[src/rtl/bridge_pkg.sv]
// rtl/bridge_pkg.sv - shared state encodings and dead-time sizing for the H-bridge driver
//
// Purpose : state enums for the direction FSM and the per-leg FSM, plus the
//           helper that turns a dead time in ns into a whole number of clocks.
// Ports   : none (package)
package bridge_pkg;

  typedef enum logic [1:0] {
    OFF  = 2'd0,
    DEAD = 2'd1,
    RUN  = 2'd2
  } top_state_t;

  typedef enum logic [2:0] {
    L_OFF  = 3'd0,
    L_LOW  = 3'd1,
    L_DTH  = 3'd2,
    L_HIGH = 3'd3,
    L_DTL  = 3'd4
  } leg_state_t;

  // Rounds up so the gap is never shorter than requested; at least one
  // cycle so a tiny dead time still separates the two switches.
  function automatic int dead_cycles(input int clock_period_ns, input int dead_time_ns);
    int n;
    n = (dead_time_ns + clock_period_ns - 1) / clock_period_ns;
    return (n < 1) ? 1 : n;
  endfunction

endpackage

[src/rtl/bridge_leg.sv]
// rtl/bridge_leg.sv - one half-bridge leg with complementary dead-time insertion
//
// Purpose : drives the high/low gate pair of one leg. The low side is the
//           resting state; a request moves to the high side through a dead
//           interval, and dropping the request comes back the same way.
// Ports   : Clock   in  system clock
//           Reset_n in  asynchronous active-low reset
//           LegEn   in  1 = leg may conduct (top FSM will be in RUN)
//           Req     in  1 = high side wanted, 0 = low side wanted
//           High    out registered high-side gate
//           Low     out registered low-side gate
module bridge_leg
  import bridge_pkg::*;
#(
  parameter int DeadCycles = 50
) (
  input  logic Clock,
  input  logic Reset_n,
  input  logic LegEn,
  input  logic Req,
  output logic High,
  output logic Low
);

  localparam int              CntW    = $clog2(DeadCycles + 1);
  localparam logic [CntW-1:0] CntLoad = CntW'(DeadCycles);
  localparam logic [CntW-1:0] CntOne  = CntW'(1);

  leg_state_t      r_state;
  leg_state_t      w_state_next;
  logic [CntW-1:0] r_cnt;
  logic [CntW-1:0] w_cnt_next;
  logic            r_high;
  logic            r_low;

  always_ff @(posedge Clock or negedge Reset_n) begin
    if (!Reset_n) begin
      r_state <= L_OFF;
      r_cnt   <= '0;
      r_high  <= 1'b0;
      r_low   <= 1'b0;
    end else begin
      r_state <= w_state_next;
      r_cnt   <= w_cnt_next;
      // Gates follow the next state so they change on the same edge as the
      // state itself, without a decode stage after the flops.
      r_high  <= (w_state_next == L_HIGH);
      r_low   <= (w_state_next == L_LOW);
    end
  end

  always_comb begin
    w_state_next = r_state;
    w_cnt_next   = r_cnt;
    if (!LegEn) begin
      w_state_next = L_OFF;
      w_cnt_next   = '0;
    end else begin
      case (r_state)
        // The top-level DEAD interval already separated any earlier
        // conduction, so the low side can close straight away.
        L_OFF: w_state_next = L_LOW;
        L_LOW: begin
          if (Req) begin
            w_state_next = L_DTH;
            w_cnt_next   = CntLoad;
          end
        end
        L_DTH: begin
          // Request withdrawn before the gap expired: high never turned on,
          // so returning to low needs no further gap.
          if (!Req) begin
            w_state_next = L_LOW;
            w_cnt_next   = '0;
          end else if (r_cnt == CntOne) begin
            w_state_next = L_HIGH;
            w_cnt_next   = '0;
          end else begin
            w_cnt_next = r_cnt - CntOne;
          end
        end
        L_HIGH: begin
          if (!Req) begin
            w_state_next = L_DTL;
            w_cnt_next   = CntLoad;
          end
        end
        L_DTL: begin
          if (Req) begin
            w_state_next = L_HIGH;
            w_cnt_next   = '0;
          end else if (r_cnt == CntOne) begin
            w_state_next = L_LOW;
            w_cnt_next   = '0;
          end else begin
            w_cnt_next = r_cnt - CntOne;
          end
        end
        default: begin
          w_state_next = L_OFF;
          w_cnt_next   = '0;
        end
      endcase
    end
  end

  assign High = r_high;
  assign Low  = r_low;

endmodule

[src/rtl/hbridge_deadtime_driver.sv]
// rtl/hbridge_deadtime_driver.sv - sign-magnitude H-bridge gate driver with dead time
//
// Purpose : turns PWM/Sign/Synch into four gate drives. One leg switches with
//           PWM while the other holds its low side on; direction changes only
//           at a PWM period start and pass through an all-off interval.
// Ports   : Clock   in  system clock
//           Reset_n in  asynchronous active-low reset
//           Enable  in  1 = drive bridge, 0 = all gates off
//           PWM     in  duty signal
//           Synch   in  1-cycle pulse at PWM period start
//           Sign    in  direction request, 0 = leg A switches, 1 = leg B switches
//           HighA   out leg A high-side gate
//           LowA    out leg A low-side gate
//           HighB   out leg B high-side gate
//           LowB    out leg B low-side gate
//           Running out 1 while in RUN
module hbridge_deadtime_driver
  import bridge_pkg::*;
#(
  parameter int ClockPeriod_ns = 20,
  parameter int DeadTime_ns    = 1000
) (
  input  logic Clock,
  input  logic Reset_n,
  input  logic Enable,
  input  logic PWM,
  input  logic Synch,
  input  logic Sign,
  output logic HighA,
  output logic LowA,
  output logic HighB,
  output logic LowB,
  output logic Running
);

  localparam int              DeadCycles = dead_cycles(ClockPeriod_ns, DeadTime_ns);
  localparam int              CntW       = $clog2(DeadCycles + 1);
  localparam logic [CntW-1:0] CntLoad    = CntW'(DeadCycles);
  localparam logic [CntW-1:0] CntOne     = CntW'(1);

  logic            r_enable;
  logic            r_pwm;
  logic            r_synch;
  logic            r_sign;

  top_state_t      r_state;
  top_state_t      w_state_next;
  logic            r_dir;
  logic            w_dir_next;
  logic [CntW-1:0] r_cnt;
  logic [CntW-1:0] w_cnt_next;
  logic            r_running;

  logic            w_leg_en;
  logic            w_req_a;
  logic            w_req_b;

  always_ff @(posedge Clock or negedge Reset_n) begin
    if (!Reset_n) begin
      r_enable <= 1'b0;
      r_pwm    <= 1'b0;
      r_synch  <= 1'b0;
      r_sign   <= 1'b0;
    end else begin
      r_enable <= Enable;
      r_pwm    <= PWM;
      r_synch  <= Synch;
      r_sign   <= Sign;
    end
  end

  always_ff @(posedge Clock or negedge Reset_n) begin
    if (!Reset_n) begin
      r_state   <= OFF;
      r_dir     <= 1'b0;
      r_cnt     <= '0;
      r_running <= 1'b0;
    end else begin
      r_state   <= w_state_next;
      r_dir     <= w_dir_next;
      r_cnt     <= w_cnt_next;
      r_running <= (w_state_next == RUN);
    end
  end

  always_comb begin
    w_state_next = r_state;
    w_dir_next   = r_dir;
    w_cnt_next   = r_cnt;
    case (r_state)
      OFF: begin
        if (r_enable && r_synch) begin
          w_state_next = DEAD;
          w_dir_next   = r_sign;
          w_cnt_next   = CntLoad;
        end
      end
      DEAD: begin
        if (!r_enable) begin
          w_state_next = OFF;
          w_cnt_next   = '0;
        end else if (r_cnt == CntOne) begin
          w_state_next = RUN;
          w_cnt_next   = '0;
        end else begin
          w_cnt_next = r_cnt - CntOne;
        end
      end
      RUN: begin
        // Enable is checked first so a Synch in the same cycle cannot
        // restart the bridge while it is being shut down.
        if (!r_enable) begin
          w_state_next = OFF;
          w_cnt_next   = '0;
        end else if (r_synch && (r_sign != r_dir)) begin
          w_state_next = DEAD;
          w_dir_next   = r_sign;
          w_cnt_next   = CntLoad;
        end
      end
      default: begin
        w_state_next = OFF;
        w_dir_next   = 1'b0;
        w_cnt_next   = '0;
      end
    endcase
  end

  // Legs are enabled from the next top state so that leaving RUN opens all
  // gates on the very edge the top FSM leaves RUN, not one cycle later.
  assign w_leg_en = (w_state_next == RUN);
  assign w_req_a  = ~r_dir & r_pwm;
  assign w_req_b  = r_dir & r_pwm;

  bridge_leg #(
    .DeadCycles(DeadCycles)
  ) u_leg_a (
    .Clock  (Clock),
    .Reset_n(Reset_n),
    .LegEn  (w_leg_en),
    .Req    (w_req_a),
    .High   (HighA),
    .Low    (LowA)
  );

  bridge_leg #(
    .DeadCycles(DeadCycles)
  ) u_leg_b (
    .Clock  (Clock),
    .Reset_n(Reset_n),
    .LegEn  (w_leg_en),
    .Req    (w_req_b),
    .High   (HighB),
    .Low    (LowB)
  );

  assign Running = r_running;

endmodule

[config.mk]
export PLATFORM = sky130hd
export DESIGN_NAME = hbridge_deadtime_driver
export DESIGN_NICKNAME = d
export VERILOG_FILES = /design/src/rtl/bridge_pkg.sv /design/src/rtl/bridge_leg.sv /design/src/rtl/hbridge_deadtime_driver.sv
export SDC_FILE = /design/constraint.sdc
export NUM_CORES = 1
export LEC_CHECK = 0
export ABC_AREA = 1
export BUFFER_PORTS_ARGS = -buffer_cell sky130_fd_sc_hd__buf_4
export CAP_MARGIN = 20
export CORE_UTILIZATION = 35
export DETAILED_ROUTE_END_ITERATION = 8
export GPL_TIMING_DRIVEN = 0
export SETUP_SLACK_MARGIN = 0.2
export SLEW_MARGIN = 15
export SYNTH_ARGS = -nofsm -noshare
export SYNTH_HDL_FRONTEND = slang
export SYNTH_HIERARCHICAL = 1
export SYNTH_SLANG_ARGS = --single-unit
[constraint.sdc]
create_clock -name Clock -period 2.12 [get_ports Clock]
set_clock_uncertainty 0.15 [all_clocks]
set_input_delay 0.212 -clock Clock [delete_from_list [all_inputs] [get_ports Clock]]
set_output_delay 0.212 -clock Clock [all_outputs]
set_load 0.01 [all_outputs]
==> results.yml, run 1 <==
yosys:
  synth_area_per_cell_um2: 7.44
  synth_area_um2: 2170
  yosys-top-cells-count: "nand2_1 (93), dfrtp_1 (36), inv_1 (36)"
  yosysMostFrequentCell: "nand2_1"
  synth_top_area_share_pct: 41.5
  synth_seq_cells: 36
  yosys.area.top_type: "dfrtp_1"
  ys_types: 24
  postSynthCellCount: 292
  synth_area_leaders: "dfrtp_1 (41%), nand2_1 (16%), inv_1 (6.2%)"
  ys_warn_count: 6
  synth_nets: 304
  synthFlopType: "dfrtp_1"
  async_flop_share_pct: 100
  ys_seq_area_share_pct: 41.5
  synth_edf_count: 0
route:
  dr.pass1.iters: 4
  drc: 0
  viasPerCell: 4.71
  dr_total_vias: 1856
  ant_nets: 0
  wl_per_cell_um: 10.7
  drt_iter0_drc: 73
  drt-total-wl_um: 4210
sta:
  tightest_slew_ns: 0.451
  finalHoldViolations: 0
  period_share_pct: 86.7
  max-slew-margin-rel_pct: 69.9
  setup_viol: 0
  fmax_mhz: 544
  slew_viol_final: 0
  setup_ws_ns: 0.282
  rsz0062_at_grt: "true"
  worst_hold_slack_ns: 0.255
  finalCriticalPeriod_ns: 1.84
place:
  post-place-ws_ns: -0.100
  placed_area_um2: 2340
  numPortBuffers: 10
  dp_hpwl_um: 3050
  place.gp.congestion: 0.837
global_route:
  antenna_found_initial: 0
  grt_max_degree: 37
  grt_first_pass_wirelength_um: 7160
  grt_overflow: 0
  track_usage_pct: 14.3
  grt_pass1_vias: 1720
clocking:
  numClockSinks: 36
  tritoncts: "built"
  cts_root_buf: "clkbuf_8"
  path_clk_slew_ns: 0.08
  clkLatencyLatePin_ns: 0.29
  ctsLongestPathBuffers: 2
  cts-htree-levels: 2
  cts_buffers: 5
finish:
  diodes: 0
  fin_nets: 330
  drive_gt1_share_pct: 22.9
  area_growth_syn_to_layout_pct: 17.7
  fin_area_um2: 2560
floorplanning:
  initial_core_util_pct: 36.5
  die_h_um: 80.8
  die-area_um2: 6520
  core_area_um2: 5960
  pin_count: 11
  rows: 28
  die_width_um: 80.8
critical_path:
  end_kind: "flip-flop"
  cp-start-kind: "flip-flop"
  crit_path_frequent_cell: "inv_2"
  crit_arrival_ns: 1.90
  critPathKind: "flip-flop to flip-flop"
  worstPathMaxFanout: 4
  cp.required_ns: 2.18
  cp_slowest_stage_delay_ns: 0.39
  slowest_stage: "dfrtp_1"
  path_cells: "inv_2, ha_2, nand3_2, inv_2, nand2_2, nand2_4, inv_2, a21oi_4, nand2_2, nor2_4, nand2_1, o21ai_1"
status:
  outcome: "complete, no violations"
job:
  maxCapViolCount: 0
hold_path:
  hold_path_class: "primary input to asynchronous set/reset pin"
power_and_ir_drop:
  ir_drop_mv: 0.369
  p_leak_nw: 1.35
  powerDensity_nw_per_um2: 627
[report_power, final]
group	internal, mW	switching (mW)
clock	0.229	0.257
combinational	0.126	0.205
sequential	0.730	0.0550
total	1.08	0.517
[worst max-delay path, delay by kind of cell, from the launching register on]
family	cells	cell delay (ns)
and+or+nand+nor	6	0.58
DFF	1	0.39
buffers and inverters	3	0.23
AOI/OAI and AO/OA	2	0.21
adders and majority gates	1	0.17
[layout make-up]
type	instances	area (um2)
Clock buffer	5	68.8
Clock inverter	3	18.8
Inverter	43	164
Sequential cell	36	901
Tap cell	75	93.8
Fill cell	624	3400
Multi-Input combinational cell	213	1150
Timing Repair Buffer	19	155
[repair_timing]
action,in CTS,in global routing
pin swaps,1,4
buffers inserted,4,0
hold buffers,5,0
gates resized for setup,4,10
setup endpoints to repair,20,14
endpoints found under the hold margin,40,0
[cell families after synthesis]
kind of cell / count (synthesis) / synth area share (%)
compound gates: 19 / 5.70
xor+xnor: 6 / 2.42
fa+ha+maj: 6 / 3.46
simple gates: 182 / 39.4
flops: 36 / 41.5
buf+inv: 43 / 7.55
[layout by cell type (no fill, tap or decap), types with 2 or more instances in the layout]
| cell type | count |
|---|---|
| nor2_1 | 25 |
| nor3_1 | 3 |
| nand3_1 | 22 |
| nor2_2 | 8 |
| o21ai_1 | 5 |
| nand2_4 | 2 |
| dlygate4sd3_1 | 5 |
| nand2_1 | 91 |
| nand3_2 | 5 |
| buf_4 | 14 |
| o21ai_2 | 2 |
| ha_1 | 5 |
| clkinv_2 | 2 |
| a21oi_1 | 3 |
| o21ai_0 | 3 |
| nand4_1 | 8 |
| a21oi_4 | 2 |
| a21oi_2 | 2 |
| clkbuf_8 | 5 |
| inv_2 | 10 |
| inv_1 | 32 |
| xor2_1 | 4 |
| nand2_2 | 10 |
| nor2_4 | 8 |
| xnor2_1 | 2 |
| dfrtp_1 | 36 |
[final timing paths]
| check | startpoint | end | slack (ns) | depth (start not counted) |
|---|---|---|---|---|
| worst min register to register | u_leg_b/r_cnt[5] | u_leg_b/r_cnt[5] | 0.38 | 2 |
| worst max register to register | r_cnt[1] | u_leg_a/r_cnt[1] | 0.28 | 12 |
| max in group asynchronous | Reset_n | r_synch | 1.24 | 2 |
| worst min-delay path | Reset_n | u_leg_b/r_cnt[4] | 0.25 | 2 |
| min in group Clock | u_leg_b/r_cnt[5] | u_leg_b/r_cnt[5] | 0.38 | 2 |
| worst max-delay path | r_cnt[1] | u_leg_a/r_cnt[1] | 0.28 | 12 |
[per-layer routing]
layer	share of wire, %	GRT usage [%]
met4	1.3	4.82
met2	47	23.7
met3	2.8	3.48
met5	0	0
met1	49	18.2
[flip-flops by register name, indices dropped and copies added, names as in the netlist, 2 cells and up]
| register | cells |
|---|---|
| r_state | 2 |
| u_leg_a/r_cnt | 6 |
| u_leg_a/r_state | 3 |
| u_leg_b/r_cnt | 6 |
| u_leg_b/r_state | 3 |
| r_cnt | 6 |
[per-stage QoR]
| stage | TNS [ns] | total power [mW] | instances | utilization, % |
|---|---|---|---|---|
| finish | 0 | 1.60 | 394 | 42.9 |
| global route | 0 | 1.70 | 394 | 42.9 |
| CTS | 0 | 1.62 | 394 | 42.3 |
| detailed placement | -0.591 | 1.12 | 377 | 39.3 |
| global placement | -0.499 | 1.11 | 377 | 39.3 |
| floorplan | 0 | 1.04 | 292 | - |
Power figures use the tool's default switching activity.
==> inputs of run 2 (changes only) <==
Settings changed: CORE_UTILIZATION 35 to 45.
==> results.yml, run 2 (synthesis results as in run 1) <==
critical_path:
  cp_slowest_stage_delay_ns: 0.40
  crit_buf_inv: 3
  slowest_stage: "dfrtp_1"
  path_cells: "inv_2, ha_1, nand3_2, inv_2, nand2_2, nand2_4, inv_2, a21oi_4, nand2_4, nor2_4, nand2_1, o21ai_1"
  critPathKind: "flip-flop to flip-flop"
  cp-start-kind: "flip-flop"
  worstPathMaxFanout: 5
  end_kind: "flip-flop"
  crit_arrival_ns: 1.87
  crit_family: "simple AND/OR/NAND/NOR gates"
  cp.required_ns: 2.18
  crit_path_frequent_cell: "inv_2"
finish:
  final_cell_mix: "nand2_1 (91), dfrtp_1 (36), inv_1 (32)"
  fin_nets: 331
  diodes: 0
  layout.cells.most_common: "nand2_1"
  drive_gt1_share_pct: 22.9
  area_growth_syn_to_layout_pct: 17.6
  top_regs: "r_cnt: 6 flops, u_leg_a/r_cnt: 6 flops, u_leg_b/r_cnt: 6 flops"
  finalNonFillerCells: 371
  final_util_pct: 56.7
route:
  drt-total-wl_um: 4290
  dr.pass1.iters: 4
  ant_nets: 0
  drc: 0
  viasPerCell: 4.95
  dr_total_vias: 1836
  wl_per_cell_um: 11.6
  drt_iter0_drc: 112
place:
  dp_hpwl_um: 3130
  post-place-ws_ns: -0.160
  dp_cells: 354
  numPortBuffers: 10
  place.gp.congestion: 0.831
floorplanning:
  die-area_um2: 5110
  pin_count: 11
  initial_core_util_pct: 48.2
  core_area_um2: 4500
  rows: 24
  die_width_um: 71.5
  die_h_um: 71.5
global_route:
  grt_max_degree: 37
  antenna_found_initial: 0
  track_usage_pct: 19.6
  grt_overflow: 0
  grt_first_pass_wirelength_um: 7780
  grt_pass1_vias: 1805
sta:
  setup_viol: 0
  rsz0062_at_grt: "true"
  period_share_pct: 85.6
  slew_viol_final: 0
  finalCriticalPeriod_ns: 1.81
  max-slew-margin-rel_pct: 70.0
  setup_ws_ns: 0.306
  tns_ns: 0
  tightest_slew_ns: 0.450
  finalHoldViolations: 0
  fmax_mhz: 551
power_and_ir_drop:
  p_total_mw: 1.64
  p_leak_nw: 1.39
  ir_drop_mv: 0.500
  powerDensity_nw_per_um2: 644
job:
  maxCapViolCount: 0
hold_path:
  hold_path_class: "primary input to asynchronous set/reset pin"
clocking:
  ctsLongestPathBuffers: 2
  cts_buffers: 5
  cts_root_buf: "clkbuf_8"
  numClockSinks: 36
  cts-htree-levels: 2
  clkLatencyLatePin_ns: 0.28
  tritoncts: "built"
  path_clk_slew_ns: 0.07
status:
  outcome: "complete, no violations"
-- run 2: changes by cell type in the layout (fill, tap and decap cells not counted), moves of 2 or more --
cell      change
clkbuf_8      +2
clkinv_2      -2
nand2_2       -2
nand2_4       +2
-- run 2: layer usage --
layer | share of wire, % | GRT usage, % | vias to the layer above
met5 | 0 | 0 | -
li1 | - | - | 964
met4 | 1.0 | 5.88 | 0
met1 | 52 | 27.7 | 843
met2 | 45 | 30.7 | 25
met3 | 2.6 | 3.80 | 4
-- run 2: worst reg2reg max path: stages (launching register included) --
cell     delay, ns
dfrtp_1       0.40
inv_2         0.08
ha_1          0.16
nand3_2       0.11
inv_2         0.08
nand2_2       0.07
nand2_4       0.11
inv_2         0.07
a21oi_4       0.17
nand2_4       0.09
nor2_4        0.11
nand2_1       0.06
o21ai_1       0.08
-- run 2: path summary, 6_finish.rpt --
check                      startpoint               end  slack [ns]  depth (start not counted)
max in group asynchronous     Reset_n      u_leg_b/High        1.23                          2
min reg2reg                    r_sign             r_dir        0.38                          2
min                           Reset_n             r_dir        0.27                          2
min in group Clock             r_sign             r_dir        0.38                          2
max reg2reg                  r_cnt[1]  u_leg_a/r_cnt[1]        0.31                         12
max                          r_cnt[1]  u_leg_a/r_cnt[1]        0.31                         12
-- run 2: power breakdown --
| group | switching, mW | internal, mW | leakage [nW] |
|---|---|---|---|
| clock network | 0.233 | 0.289 | 0.0503 |
| logic | 0.208 | 0.128 | 0.861 |
| registers | 0.0545 | 0.731 | 0.482 |
| total | 0.496 | 1.15 | 1.39 |
-- run 2: what timing repair did --
item | CTS | global route
pin swaps | 3 | 3
endpoints found under the hold margin | 40 | 0
setup endpoints to repair | 20 | 15
resized for setup | 7 | 9
hold buffers | 5 | 0
buffers inserted | 3 | 2
-- run 2: through the flow --
step                hold WS [ns]  cell area, um2
detailed placement        0.0507            2310
global placement          0.0495            2310
global route               0.320            2550
floorplan                 -0.234            2170
CTS                        0.280            2510
finish                     0.270            2550
-- run 2: final cells by class --
cell class / instances / area [um2]
fillers: 437 / 1950
multi-input cells: 213 / 1160
flip-flops and latches: 36 / 901
inverters: 43 / 164
repair buffers: 20 / 163
clock buffers: 7 / 96.3
well taps: 52 / 65.1
==> inputs of run 3 (changes only) <==
==> constraint.sdc (replaced) <==
create_clock -name Clock -period 2.12 [get_ports Clock]
set_clock_uncertainty 0.15 [all_clocks]
set_input_delay 0.424 -clock Clock [delete_from_list [all_inputs] [get_ports Clock]]
set_output_delay 0.424 -clock Clock [all_outputs]
set_load 0.01 [all_outputs]
==> results.yml, run 3 (synthesis results as in run 1) <==
status:
  outcome: "complete, no violations"
clocking:
  clkLatencyLatePin_ns: 0.28
  numClockSinks: 36
  ctsLongestPathBuffers: 2
  tritoncts: "built"
  cts_root_buf: "clkbuf_8"
  path_clk_slew_ns: 0.07
  cts-htree-levels: 2
  cts_buffers: 5
finish:
  drive_gt1_share_pct: 23.2
  finalNonFillerCells: 367
  final_cell_mix: "nand2_1 (91), dfrtp_1 (36), inv_1 (32)"
  top_regs: "r_cnt: 6 flops, u_leg_a/r_cnt: 6 flops, u_leg_b/r_cnt: 6 flops"
  multi_input_area_um2: 1160
  register_area_um2: 901
  fin_area_um2: 2510
  area_growth_syn_to_layout_pct: 15.7
  layout.cells.most_common: "nand2_1"
  fin_nets: 327
  final_util_pct: 55.8
  diodes: 0
  fillCellCount: 440
floorplanning:
  die_width_um: 71.5
  rows: 24
  core_area_um2: 4500
  die_h_um: 71.5
  initial_core_util_pct: 48.2
  die-area_um2: 5110
  pin_count: 11
place:
  post-place-ws_ns: -0.160
  place.gp.congestion: 0.831
  placed_area_um2: 2310
  numPortBuffers: 10
  dp_hpwl_um: 3130
  dp_cells: 354
route:
  dr.pass1.iters: 4
  wl_met2_um: 1920
  drt_iter0_drc: 107
  viasPerCell: 4.96
  drt-total-wl_um: 4280
  ant_nets: 0
  wl_met1_um: 2190
  highest_layer: "met4"
  dr_total_vias: 1822
  drc: 0
  wl_per_cell_um: 11.7
  wl_met3_um: 124
job:
  maxCapViolCount: 0
critical_path:
  worstPathMaxFanout: 5
  crit_family: "simple AND/OR/NAND/NOR gates"
  end_kind: "flip-flop"
  cp-start-kind: "flip-flop"
  slowest_stage: "dfrtp_1"
  crit_arrival_ns: 1.87
  critPathKind: "flip-flop to flip-flop"
  cp.required_ns: 2.18
  crit_buf_inv: 3
  cp_slowest_stage_delay_ns: 0.40
  rrSetupSlack_ns: 0.31
  path_cells: "inv_2, ha_1, nand3_2, inv_2, nand2_2, nand2_4, inv_2, a21oi_4, nand2_4, nor2_4, nand2_1, o21ai_1"
  crit_path_frequent_cell: "inv_2"
power_and_ir_drop:
  p_total_mw: 1.64
  p_leak_nw: 1.38
  ir_drop_mv: 0.499
  powerDensity_nw_per_um2: 652
sta:
  slew_viol_final: 0
  rsz0062_at_grt: "true"
  finalHoldViolations: 0
  max-slew-margin-rel_pct: 69.9
  setup_viol: 0
  period_share_pct: 85.3
  finalCriticalPeriod_ns: 1.81
  tightest_slew_ns: 0.451
  fmax_mhz: 553
  setup_ws_ns: 0.312
global_route:
  grt_max_degree: 37
  grt_first_pass_wirelength_um: 7740
  grt_pass1_vias: 1783
  grt_overflow: 0
  track_usage_pct: 19.5
  antenna_found_initial: 0
hold_path:
  hold_path_class: "primary input to flip-flop"
[run 3: path summary, 6_finish.rpt]
path,start,endpoint,depth (start not counted)
setup / recovery,r_cnt[1],u_leg_a/r_cnt[1],12
hold / removal,Sign,r_sign,1
setup reg to reg,r_cnt[1],u_leg_a/r_cnt[1],12
hold reg to reg,r_sign,r_dir,2
max in group asynchronous,Reset_n,u_leg_a/r_state[2],2
min in group asynchronous,Reset_n,r_dir,2
[run 3: metal layers]
layer | vias up | global-route usage, %
met5 | - | 0
met3 | 4 | 3.80
met1 | 832 | 27.8
li1 | 957 | -
met4 | 0 | 5.88
met2 | 29 | 30.4
[run 3: layout make-up]
type                    count  area share [%]
clock buffers               7            3.83
multi-input cells         213            46.3
well taps                  52            2.59
flip-flops and latches     36            35.8
repair buffers             16            4.88
inverters                  43            6.52
[run 3: power by group]
| part | internal, mW | switching, mW |
|---|---|---|
| clock | 0.289 | 0.235 |
| sequential | 0.731 | 0.0543 |
| combinational | 0.123 | 0.207 |
| total | 1.14 | 0.496 |
[run 3: worst register-to-register path, delay by kind of cell, from the launching register on]
family / cells / cell delay (ns)
fa+ha+maj: 1 / 0.16
compound gates: 2 / 0.24
simple gates: 6 / 0.55
buf+inv: 3 / 0.23
flops: 1 / 0.40
[run 3: timing repair]
| action | CTS | global route |
|---|---|---|
| resized for setup | 7 | 9 |
| pin swaps | 3 | 3 |
| hold buffers | 1 | 0 |
| setup endpoints to repair | 20 | 15 |
| endpoints found under the hold margin | 36 | 0 |
| buffers inserted | 3 | 2 |
[run 3: through the flow]
step,hold slack (ns),setup TNS (ns)
after floorplan,-0.0216,0
after global placement,0.262,-0.598
after detailed placement,0.263,-1.20
after CTS,0.0839,0
after global routing,0.0759,0
final,0.0944,0
